<file path="config.mk">
export PLATFORM = sky130hd
export DESIGN_NAME = seq_detect_sched
export DESIGN_NICKNAME = d
export VERILOG_FILES = /design/src/rtl/seq_detect_pkg.sv /design/src/rtl/seq_match_core.sv /design/src/rtl/seq_detect_sched.sv
export SDC_FILE = /design/constraint.sdc
export NUM_CORES = 1
export LEC_CHECK = 0
export CAP_MARGIN = 30
export CORE_UTILIZATION = 48
export DETAILED_ROUTE_END_ITERATION = 6
export GPL_TIMING_DRIVEN = 0
export PLACE_DENSITY = 0.79
export SYNTH_ARGS = -nofsm -noshare
export SYNTH_HDL_FRONTEND = slang
export SYNTH_SLANG_ARGS = --single-unit
</file>
<file path="constraint.sdc">
create_clock -name clk -period 3.1 [get_ports clk]
set_clock_uncertainty 0.05 [all_clocks]
set_input_delay 0.465 -clock clk [delete_from_list [all_inputs] [get_ports clk]]
set_output_delay 0.465 -clock clk [all_outputs]
set_load 0.02 [all_outputs]
</file>
<file path="src/rtl/seq_detect_pkg.sv">
// Shared definitions for the round-robin scheduled pattern detector:
// one-hot FSM state encodings and width helpers.
package seq_detect_pkg;

    localparam int ST_W = 4;

    localparam logic [ST_W-1:0] IDLE   = 4'b0001;
    localparam logic [ST_W-1:0] LOAD   = 4'b0010;
    localparam logic [ST_W-1:0] SHIFT  = 4'b0100;
    localparam logic [ST_W-1:0] REPORT = 4'b1000;

    // CNT_W: enough bits to hold 0..WORD_W (hit count and bit index).
    function automatic int cnt_w(input int word_w);
        return $clog2(word_w + 1);
    endfunction

    // ID_W: requester index width.
    function automatic int id_w(input int num_req);
        return $clog2(num_req);
    endfunction

endpackage

</file>
<file path="src/rtl/seq_match_core.sv">
// Bit-serial overlapping matcher: PAT_LEN-bit window, fill counter and
// combinational Mealy hit covering the bit currently being shifted in.
module seq_match_core #(
    parameter int PAT_LEN = 4
) (
    input  logic               clk,
    input  logic               reset,
    input  logic               clr,
    input  logic               shift_en,
    input  logic               bit_in,
    input  logic [PAT_LEN-1:0] pattern,
    output logic               hit
);

    localparam int FILL_W = $clog2(PAT_LEN);

    logic [PAT_LEN-2:0] window;
    logic [FILL_W-1:0]  fill;
    logic [PAT_LEN-1:0] window_nxt;

    assign window_nxt = {window, bit_in};

    // fill saturates at PAT_LEN-1: that many older bits plus bit_in make a full window
    assign hit = shift_en && (fill == FILL_W'(PAT_LEN - 1)) && (window_nxt == pattern);

    always_ff @(posedge clk) begin
        if (reset || clr) begin
            window <= '0;
            fill   <= '0;
        end else if (shift_en) begin
            window <= window_nxt[PAT_LEN-2:0];
            if (fill != FILL_W'(PAT_LEN - 1)) begin
                fill <= fill + 1'b1;
            end
        end
    end

endmodule

</file>
<file path="src/rtl/seq_detect_sched.sv">
// Round-robin scheduler sharing one serial pattern detector among NUM_REQ requesters.
// Optional SEQ_DETECT_SCHED_HIT_MASK_EN adds a per-bit hit_mask result output.
//
// state  | meaning
// IDLE   | arbitrate; grant first req at or after rr_ptr
// LOAD   | latch granted word and pattern, clear matcher and counters
// SHIFT  | feed one bit per cycle MSB-first, WORD_W cycles
// REPORT | done pulse; results valid; advance rr_ptr on exit
module seq_detect_sched
    import seq_detect_pkg::*;
#(
    parameter int NUM_REQ = 4,
    parameter int WORD_W  = 8,
    parameter int PAT_LEN = 4
) (
    input  logic                        clk,
    input  logic                        reset,
    input  logic [NUM_REQ-1:0]          req,
    input  logic [NUM_REQ*WORD_W-1:0]   word_in,
    input  logic [PAT_LEN-1:0]          pattern,
    output logic [NUM_REQ-1:0]          gnt,
    output logic                        busy,
    output logic                        done,
    output logic [id_w(NUM_REQ)-1:0]    done_id,
    output logic [cnt_w(WORD_W)-1:0]    hit_cnt
`ifdef SEQ_DETECT_SCHED_HIT_MASK_EN
    ,
    output logic [WORD_W-1:0]           hit_mask
`endif
);

    localparam int CNT_W = cnt_w(WORD_W);
    localparam int ID_W  = id_w(NUM_REQ);

    if (PAT_LEN > WORD_W) begin : g_bad_pat_len
        $error("seq_detect_sched: PAT_LEN must not exceed WORD_W");
    end

    logic [ST_W-1:0]   state;
    logic [ST_W-1:0]   state_nxt;
    logic [ID_W-1:0]   rr_ptr;
    logic [ID_W-1:0]   pick;
    logic              pick_vld;
    logic [ID_W-1:0]   gnt_idx;
    logic [WORD_W-1:0] word_q;
    logic [PAT_LEN-1:0] pat_q;
    logic [CNT_W-1:0]  bit_cnt;
    logic [CNT_W-1:0]  hit_acc;
    logic              last_bit;
    logic              hit;
    int                idx;

    assign last_bit = (bit_cnt == '0);

    always_comb begin
        pick_vld = 1'b0;
        pick     = '0;
        idx      = 0;
        for (int i = 0; i < NUM_REQ; i++) begin
            idx = int'(rr_ptr) + i;
            if (idx >= NUM_REQ) begin
                idx = idx - NUM_REQ;
            end
            if (!pick_vld && req[ID_W'(idx)]) begin
                pick_vld = 1'b1;
                pick     = ID_W'(idx);
            end
        end
    end

    seq_match_core #(
        .PAT_LEN (PAT_LEN)
    ) u_match (
        .clk      (clk),
        .reset    (reset),
        .clr      (state == LOAD),
        .shift_en (state == SHIFT),
        .bit_in   (word_q[WORD_W-1]),
        .pattern  (pat_q),
        .hit      (hit)
    );

    always_ff @(posedge clk) begin
        if (reset) begin
            state <= IDLE;
        end else begin
            state <= state_nxt;
        end
    end

    always_comb begin
        state_nxt = state;
        case (state)
            IDLE:    if (pick_vld) state_nxt = LOAD;
            LOAD:    state_nxt = SHIFT;
            SHIFT:   if (last_bit) state_nxt = REPORT;
            REPORT:  state_nxt = IDLE;
            default: state_nxt = IDLE;
        endcase
    end

    always_comb begin
        busy = (state != IDLE);
        done = (state == REPORT);
    end

    always_ff @(posedge clk) begin
        if (reset) begin
            gnt     <= '0;
            gnt_idx <= '0;
            rr_ptr  <= '0;
            done_id <= '0;
            hit_cnt <= '0;
            word_q  <= '0;
            pat_q   <= '0;
            bit_cnt <= '0;
            hit_acc <= '0;
        end else begin
            case (state)
                IDLE: begin
                    if (pick_vld) begin
                        gnt     <= NUM_REQ'(1) << pick;
                        gnt_idx <= pick;
                    end
                end
                LOAD: begin
                    word_q  <= word_in[gnt_idx*WORD_W +: WORD_W];
                    pat_q   <= pattern;
                    bit_cnt <= CNT_W'(WORD_W - 1);
                    hit_acc <= '0;
                end
                SHIFT: begin
                    word_q  <= word_q << 1;
                    bit_cnt <= bit_cnt - 1'b1;
                    hit_acc <= hit_acc + CNT_W'(hit);
                    if (last_bit) begin
                        // include a hit landing on the final bit
                        hit_cnt <= hit_acc + CNT_W'(hit);
                        done_id <= gnt_idx;
                    end
                end
                REPORT: begin
                    gnt    <= '0;
                    rr_ptr <= (int'(gnt_idx) == NUM_REQ - 1) ? '0 : gnt_idx + 1'b1;
                end
                default: ;
            endcase
        end
    end

`ifdef SEQ_DETECT_SCHED_HIT_MASK_EN
    logic [WORD_W-2:0] mask_acc;
    logic [WORD_W-1:0] mask_nxt;

    // shift index 0 ends up in the MSB after WORD_W shifts
    assign mask_nxt = {mask_acc, hit};

    always_ff @(posedge clk) begin
        if (reset) begin
            mask_acc <= '0;
            hit_mask <= '0;
        end else if (state == LOAD) begin
            mask_acc <= '0;
        end else if (state == SHIFT) begin
            mask_acc <= mask_nxt[WORD_W-2:0];
            if (last_bit) begin
                hit_mask <= mask_nxt;
            end
        end
    end
`endif

endmodule

</file>
==> results.yml, run 1 <==
status:
  run_status: "completed"
synthesis:
  syn_avg_cell_area_um2: 9.17
  synth_xor_xnor_area_share_pct: 2.99
  yosysSeqAreaShare_pct: 41.9
  ys_types: 38
  synthSimpleGateAreaFrac_pct: 25.4
  synth_compound_area_share_pct: 12.7
  synth_top_area_share_pct: 41.9
  syn-cell-area_mm2: 0.00205
  synth_fa_ha_area_share_pct: 3.05
  synth-seq-cells: 43
  ys_warn_count: 0
  synth_top_family_by_area: "simple AND/OR/NAND/NOR gates"
  synth_top_cells_by_area: "dfxtp_1 42%, mux4_2 8.8%, nor2_1 7.5%"
  synth_fp_nets: 271
  synth_mux_area_share_pct: 10.8
  synth_cells: 224
  yosysTopAreaCell: "dfxtp_1"
layout:
  layout.nets: 330
  final_cell_mix: "52 x clkdlybuf4s50_1, 43 x dfxtp_1, 41 x nor2_1, 23 x nand2_1, 20 x a21oi_1"
  final_layout_size_suffix_gt1_share_pct: 9.15
  fillCellCount: 314
  syn2layout_area_growth_pct: 32.5
  diodes: 0
  final_common_cell: "clkdlybuf4s50_1"
clock_network:
  h-tree-depth: 2
  cts_made_buffers: 5
  cts.sinks: 43
  clockBufferDepth: 2
  cts_tree: "done"
  clk_pin_slew_ns: 0.08
  cts_resized: 0
  cts_root_buf: "clkbuf_8"
  clock_latency_ns: 0.29
  ctsHoldBuffers: 0
  cts_setup_buffers: 0
grt:
  grt_pass1_wl_mm: 7.69
  grt_pass1_vias: 1667
  grtUsageMet3_pct: 5.57
  grt-busiest-layer: "met2"
  grt_max_degree: 14
  globalRouteMet2Util_pct: 39.1
  antenna_found_initial: 0
  overflow: 0
  grt_use_total_pct: 22.9
  met1_usage_pct: 28.1
min_path:
  min_path_type: "reg -> reg"
timing:
  finalHoldViolCount: 0
  fin_ws_ns: 0.607
  final-max-slew-violation-count: 0
  finalSetupTns_ns: 0
  final.period_utilization_pct: 80.4
  worstMarginPinSlew_ns: 0.951
  max_freq_mhz: 401
  period_minus_slack_ns: 2.49
  rsz0062_at_grt: "false"
  maxSlewHeadroom_pct: 36.5
  setup_violations: 0
setup_path:
  worst_path_largest_cell_delay_ns: 0.71
  slowest_stage: "clkdlybuf4s50_1"
  path_max_fanout: 6
  cp_cell_sequence: "nor4b_2 -> clkdlybuf4s50_1"
  critPathRequiredTime_ns: 2.58
  endpoint_kind: "output pin"
  crit_arrival_ns: 1.98
  ff2ff_setup_slack_ns: 0.64
  cp-start-kind: "flip-flop"
  worstSetupPathType: "reg -> out"
detailed_routing:
  drt-initial-drc-count: 94
  drtPass1Iterations: 4
  vias_per_cell: 5.50
  ant_nets: 0
  drc: 0
  avgRoutedWirePerCell_um: 13.8
  vias: 1836
  drt-total-wl_mm: 4.63
job:
  cap_violations: 0
place:
  portBuffers: 52
  gp_congestion: 0.789
  hpwlAfterDp_mm: 3.44
  dp_slack_ns: 0.691
floorplanning:
  start_util_pct: 50.6
  io_pins: 54
  die_y_um: 67.4
  rows: 23
  core-area_mm2: 0.00406
  die-area_mm2: 0.00454
  die_w_um: 67.4
power_and_ir_drop:
  ir_drop_uv: 236
  power_density_mw_per_mm2: 441
  power.leakage_nw: 0.985
## report_power, final
group          total (mW)  switching [mW]  leakage, nW  internal (mW)
sequential          0.609          0.0269        0.349          0.582
combinational       0.244           0.114        0.589          0.130
clock               0.346           0.191       0.0477          0.154
## final cells by class
cell class	count	area (µm²)	share of cell area, %
plain buffers	12	50.0	1.84
clock buffers	5	68.8	2.53
clock inverters	3	15.0	0.552
inverters	4	15.0	0.552
multi-input cells	165	1130	41.4
flip-flops and latches	43	861	31.6
well taps	50	62.6	2.30
repair buffers	52	520	19.1
## flip-flops by register name, indices dropped and copies added, names as in the netlist
| name | flops |
|---|---|
| bit_cnt | 4 |
| done_id | 2 |
| gnt | 4 |
| gnt_idx | 2 |
| hit_acc | 4 |
| hit_cnt | 4 |
| pat_q | 4 |
| rr_ptr | 2 |
| state | 4 |
| u_match.fill | 2 |
| u_match.window | 3 |
| word_q | 8 |
## synthesized netlist by cell type
library cell  number
or4b_1             2
nand3b_1           1
a22oi_1            4
clkbuf_1           8
nor3_1             4
nand2_4            1
xor2_1             4
nor2_1            41
a211oi_1           2
a21o_1             1
nor3b_1            2
nor4b_4            1
o22a_1             1
a21oi_1           20
o21a_1             1
ha_1               5
mux4_2             8
a221oi_1           1
mux2i_1            3
mux2_1             1
inv_1              4
and2_1             1
a32o_1             4
dfxtp_1           43
nand3_1            5
xnor2_1            3
nor4_2             1
or3_1              1
buf_2              4
o22ai_1            1
a311oi_1           1
o221ai_1           1
and3_1             1
nand2_1           23
o21ai_0            4
nand2b_1           4
nor4b_2            3
nor4_1             9
## per-stage QoR
| stage | power (mW) | utilization, % | hold WS, ns | cells | cell area (µm²) |
|---|---|---|---|---|---|
| final | 1.20 | 67.0 | 0.414 | 334 | 2720 |
| after global routing | 1.26 | 67.0 | 0.443 | 334 | 2720 |
| after CTS | 1.21 | 67.0 | 0.419 | 334 | 2720 |
| after detailed placement | 0.868 | 65.0 | 0.405 | 326 | 2640 |
| after global placement | 0.862 | 65.0 | 0.396 | 326 | 2640 |
| after floorplan | 0.764 | - | 0.398 | 224 | 2050 |
## metal layers
layer | wire length [µm] | up-vias
li1 | - | 927
met1 | 2160 | 862
met2 | 2250 | 42
met3 | 177 | 5
met4 | 36 | 0
met5 | 0 | -
## worst paths after layout
| path | from | to | cells after the start |
|---|---|---|---|
| worst min register to register | done_id[0] | done_id[0] | 2 |
| worst max register to register | state[2] | hit_cnt[2] | 9 |
| worst max-delay path | state[3] | done | 2 |
| worst min-delay path | done_id[0] | done_id[0] | 2 |
## cell families (layout without fill, tap and decap cells)
kind of cell,Yosys count,in the layout
AO/OA/AOI/OAI,41,41
flip-flops,43,43
XOR/XNOR,7,7
AND/OR/NAND/NOR,100,100
buffers and inverters,16,76
adder cells (fa/ha/maj),5,5
multiplexers,12,12
## worst max-delay path: cells and delay by family, from the launching register on
kind                   cells  cell delay, ns
and+or+nand+nor            1            0.50
buffers and inverters      1            0.71
DFF                        1            0.48
(Power assumes the default switching activity.)
==> inputs of run 2 (changes only) <==
Settings changed: CORE_UTILIZATION 48 to 43, PLACE_DENSITY 0.79 to 0.75.
Clock period 3.1 ns to 2.1 ns, I/O delays scaled along.
==> results.yml, run 2 (synthesis results as in run 1) <==
place:
  placed_cell_area_mm2: 0.00267
  portBuffers: 52
  hpwlAfterDp_mm: 3.53
  gp_congestion: 0.778
clock_network:
  cts_made_buffers: 5
  cts_root_buf: "clkbuf_8"
  clk_pin_slew_ns: 0.08
  clockBufferDepth: 2
  clock_latency_ns: 0.30
  h-tree-depth: 2
  cts.sinks: 43
  ctsHoldBuffers: 0
  cts_tree: "done"
layout:
  final_util_pct: 64.2
  largest-register: "word_q"
  largest_reg_flops: 8
  final_layout_size_suffix_gt1_share_pct: 16.3
  final_area_mm2: 0.00287
  final_common_cell: "clkdlybuf4s50_1"
  layout.nets: 334
  final_cell_mix: "50 x clkdlybuf4s50_1, 41 x nor2_1, 39 x dfxtp_1, 23 x nand2_1, 20 x a21oi_1"
  diodes: 0
  syn2layout_area_growth_pct: 39.9
  fillCellCount: 380
min_path:
  min_path_type: "in -> reg"
  min_path_cells: 3
  hold_path_end: "state[0]"
  min-delay-start: "reset"
grt:
  grt_use_total_pct: 21.7
  overflow: 0
  grt_pass1_wl_mm: 8.54
  grt_pass1_vias: 1892
  antenna_found_initial: 0
  grt_max_degree: 14
job:
  cap_violations: 0
floorplanning:
  core-area_mm2: 0.00447
  start_util_pct: 45.9
  rows: 24
  die_y_um: 71.1
  die-area_mm2: 0.00506
  die_w_um: 71.1
  io_pins: 54
setup_path:
  worstSetupPathType: "reg -> reg"
  path_delay_family: "simple AND/OR/NAND/NOR gates"
  r2r_start: "state[0]"
  cp_cell_sequence: "or4b_4 -> nor4_4 -> and3_4 -> ha_4 -> nand3_2 -> xnor2_2 -> nor2_1 -> nor3_2"
  r2r_cells: 8
  cp-start-kind: "flip-flop"
  critPathRequiredTime_ns: 2.23
  slowest_stage: "or4b_4"
  crit_arrival_ns: 2.19
  critical_path_buf_inv_count: 0
  r2r_end: "hit_cnt[3]"
  path_max_fanout: 2
  worst_path_largest_cell_delay_ns: 0.58
  endpoint_kind: "flip-flop"
  ff2ff_setup_slack_ns: 0.03
detailed_routing:
  vias: 1868
  drt-initial-drc-count: 87
  vias_per_cell: 5.49
  drc: 0
  drt-total-wl_mm: 4.87
  avgRoutedWirePerCell_um: 14.3
  drtPass1Iterations: 6
  ant_nets: 0
timing:
  period_minus_slack_ns: 2.07
  rsz0062_at_grt: "true"
  finalSetupTns_ns: 0
  final.period_utilization_pct: 98.5
  final-max-slew-violation-count: 0
  finalHoldViolCount: 0
  setup_violations: 0
  maxSlewHeadroom_pct: 61.5
  worstMarginPinSlew_ns: 0.577
  holdWs_ns: 0.409
  max_freq_mhz: 483
status:
  run_status: "completed"
power_and_ir_drop:
  p_total_mw: 1.80
  power_density_mw_per_mm2: 626
  power.leakage_nw: 1.03
  ir_drop_uv: 386
## run 2: worst max-delay path by stage
stage,startpoint,end,depth (start not counted)
after floorplan,state[0],hit_acc[3],9
after global placement,state[0],hit_acc[3],9
after detailed placement,state[0],hit_cnt[3],9
after CTS,state[0],hit_cnt[3],9
after global routing,state[0],hit_cnt[2],8
final,state[0],hit_cnt[3],8
## run 2: where the power goes
| group | internal [mW] | switching, mW |
|---|---|---|
| combinational | 0.202 | 0.183 |
| clock | 0.228 | 0.285 |
| sequential | 0.860 | 0.0396 |
| total | 1.29 | 0.508 |
## run 2: cell type report
| type | count | area (µm²) | share of cell area (%) |
|---|---|---|---|
| buffer | 11 | 46.3 | 1.61 |
| clock buffer | 5 | 68.8 | 2.40 |
| clock inverter | 3 | 15.0 | 0.523 |
| inverter | 4 | 15.0 | 0.523 |
| multi-input combinational | 165 | 1230 | 42.9 |
| sequential | 43 | 873 | 30.4 |
| tap | 52 | 65.1 | 2.26 |
| timing repair buffer | 57 | 556 | 19.3 |
## run 2: stage by stage
| stage | std cells | setup slack, ns |
|---|---|---|
| after floorplan | 224 | -0.000382 |
| after global placement | 328 | -0.171 |
| after detailed placement | 328 | -0.193 |
| after CTS | 341 | -0.158 |
| after global routing | 340 | -0.0835 |
| final | 340 | 0.0313 |
## run 2: repair_timing
action,4_1_cts,5_1_grt
endpoints found under the setup margin,12,14
setup buffers,5,0
pin swaps,6,6
gates resized for setup,15,7
## run 2: layer usage
layer	global-route usage, %	up-vias	wire (µm)
li1	-	928	-
met1	26.0	895	2070
met2	39.0	38	2570
met3	3.42	7	158
met4	8.67	0	67
met5	0	-	0
## run 2: worst reg2reg max path, cell delays in order, from the launching register on
cell and delay (ns):
dfxtp_4 0.35, or4b_4 0.58, nor4_4 0.16, and3_4 0.23, ha_4 0.14, nand3_2 0.09, xnor2_2 0.15, nor2_1 0.13
nor3_2 0.06
==> inputs of run 3 (changes only) <==
Settings changed: PLACE_DENSITY 0.75 to not set, PLACE_DENSITY_LB_ADDON set to 0.08.
==> results.yml, run 3 (synthesis results as in run 1) <==
grt:
  grt_use_total_pct: 19.6
  grt_pass1_vias: 1767
  overflow: 0
  grt_max_degree: 14
  antenna_found_initial: 0
  grt_pass1_wl_mm: 7.73
layout:
  largest-register: "word_q"
  largest_reg_flops: 8
  finalNonFillerCells: 338
  syn2layout_area_growth_pct: 40.4
  final_cell_mix: "50 x clkdlybuf4s50_1, 41 x nor2_1, 39 x dfxtp_1, 23 x nand2_1, 20 x a21oi_1"
  final_util_pct: 64.4
  layout.nets: 332
  fillCellCount: 383
  final_area_mm2: 0.00288
  diodes: 0
  final_common_cell: "clkdlybuf4s50_1"
  final_layout_size_suffix_gt1_share_pct: 14.0
timing:
  finalHoldViolCount: 0
  maxSlewHeadroom_pct: 42.9
  setup_violations: 0
  worstMarginPinSlew_ns: 0.854
  final-max-slew-violation-count: 0
  period_minus_slack_ns: 2.09
  final.period_utilization_pct: 99.6
  holdWs_ns: 0.405
  rsz0062_at_grt: "true"
  finalSetupTns_ns: 0
  max_freq_mhz: 478
power_and_ir_drop:
  pwr-share-comb_pct: 20.0
  power.leakage_nw: 1.04
  switching_share_pct: 25.7
  power_density_mw_per_mm2: 662
  clockPowerShare_pct: 32.9
  p_int_mw: 1.42
  ir_drop_uv: 370
  pwr-share-seq_pct: 47.2
  p_sw_mw: 0.491
clock_network:
  cts_root_buf: "clkbuf_8"
  clock_latency_ns: 0.29
  h-tree-depth: 2
  ctsHoldBuffers: 0
  cts_made_buffers: 5
  clockBufferDepth: 2
  clk_pin_slew_ns: 0.08
  cts_tree: "done"
  cts.sinks: 43
detailed_routing:
  drtPass1Iterations: 7
  ant_nets: 0
  vias: 1831
  drt-initial-drc-count: 126
  vias_per_cell: 5.42
  avgRoutedWirePerCell_um: 13.7
  drc: 2
  drt-total-wl_mm: 4.62
setup_path:
  cp_cell_sequence: "or4b_4 -> nor4_4 -> and3_4 -> ha_4 -> nand3_2 -> xnor2_2 -> a22oi_1 -> nor2_1"
  r2r_cells: 8
  ff2ff_setup_slack_ns: 0.009
  cp-start-kind: "flip-flop"
  critPathRequiredTime_ns: 2.22
  crit_arrival_ns: 2.21
  r2r_start: "state[0]"
  slowest_stage: "or4b_4"
  r2r_end: "hit_acc[3]"
  endpoint_kind: "flip-flop"
  worst_path_largest_cell_delay_ns: 0.57
  worstSetupPathType: "reg -> reg"
  path_max_fanout: 3
floorplanning:
  io_pins: 54
  die-area_mm2: 0.00506
  start_util_pct: 45.9
  rows: 24
  core-area_mm2: 0.00447
  die_w_um: 71.1
  die_y_um: 71.1
min_path:
  min-delay-start: "done_id[0]"
  min_path_cells: 2
  hold_path_end: "done_id[0]"
  min_path_type: "reg -> reg"
place:
  placed_cells: 328
  placed_cell_area_mm2: 0.00267
  hpwlAfterDp_mm: 3.23
  gp_congestion: 0.778
  portBuffers: 52
status:
  violations: "design-rule violations"
  run_status: "complete, but fails checks"
job:
  cap_violations: 0
==> run 3: cell types whose count changed in the layout (fill, tap and decap cells not counted), sizes merged <==
cell	delta
buf	-2
clkbuf	+2
clkinv	-3
dlymetal6s2s	+1
dlygate4sd2	-1
bufinv	+1
==> run 3: per-stage QoR <==
stage / setup slack (ns) / total power [mW]
2_1_floorplan: -0.000382 / 1.13
3_3_place_gp: -0.153 / 1.28
3_5_place_dp: -0.163 / 1.28
4_1_cts: -0.171 / 1.92
5_1_grt: -0.0707 / 2.00
6_report: 0.00901 / 1.91
==> run 3: critical path, delay by kind of cell (launching register included) <==
| kind | cells | cell delay, ns |
|---|---|---|
| flops | 1 | 0.36 |
| xor+xnor | 1 | 0.16 |
| simple gates | 5 | 1.08 |
| fa+ha+maj | 1 | 0.15 |
| compound gates | 1 | 0.16 |
==> run 3: cell type report <==
class	count	area, µm²	area share (%)
multi-input cells	165	1220	42.4
flip-flops and latches	43	873	30.3
repair buffers	55	557	19.3
clock buffers	7	76.3	2.65
well taps	52	65.1	2.26
plain buffers	11	45.0	1.56
clock inverters	1	30.0	1.04
inverters	4	15.0	0.521
==> run 3: worst max-delay path by stage <==
stage | from | endpoint | slack, ns | cells past startpoint
2_1_floorplan | state[0] | hit_acc[3] | -0.0004 | 9
3_3_place_gp | state[0] | hit_acc[3] | -0.15 | 9
3_5_place_dp | state[0] | hit_acc[3] | -0.16 | 9
4_1_cts | state[0] | hit_acc[3] | -0.17 | 9
5_1_grt | state[0] | hit_acc[3] | -0.07 | 8
6_report | state[0] | hit_acc[3] | 0.009 | 8
==> run 3: repair_timing <==
item	in CTS	in global routing
endpoints found under the setup margin	13	9
setup buffers	2	1
pin swaps	5	4
gates resized for setup	8	10
==> run 3: metal layers <==
metal,vias to the layer above,wire length (µm),global-route usage (%)
met3,5,180,4.70
met2,40,2180,33.0
li1,927,-,-
met1,859,2200,24.4
met5,-,0,0
met4,0,53,7.33
==> run 3: power by group through the flow <==
stage	Combinational [mW]	Sequential (mW)	Clock (mW)
2_1_floorplan	0.208	0.921	0
3_3_place_gp	0.360	0.918	0
3_5_place_dp	0.363	0.919	0
4_1_cts	0.377	0.901	0.646
5_1_grt	0.415	0.907	0.682
6_report	0.381	0.900	0.628
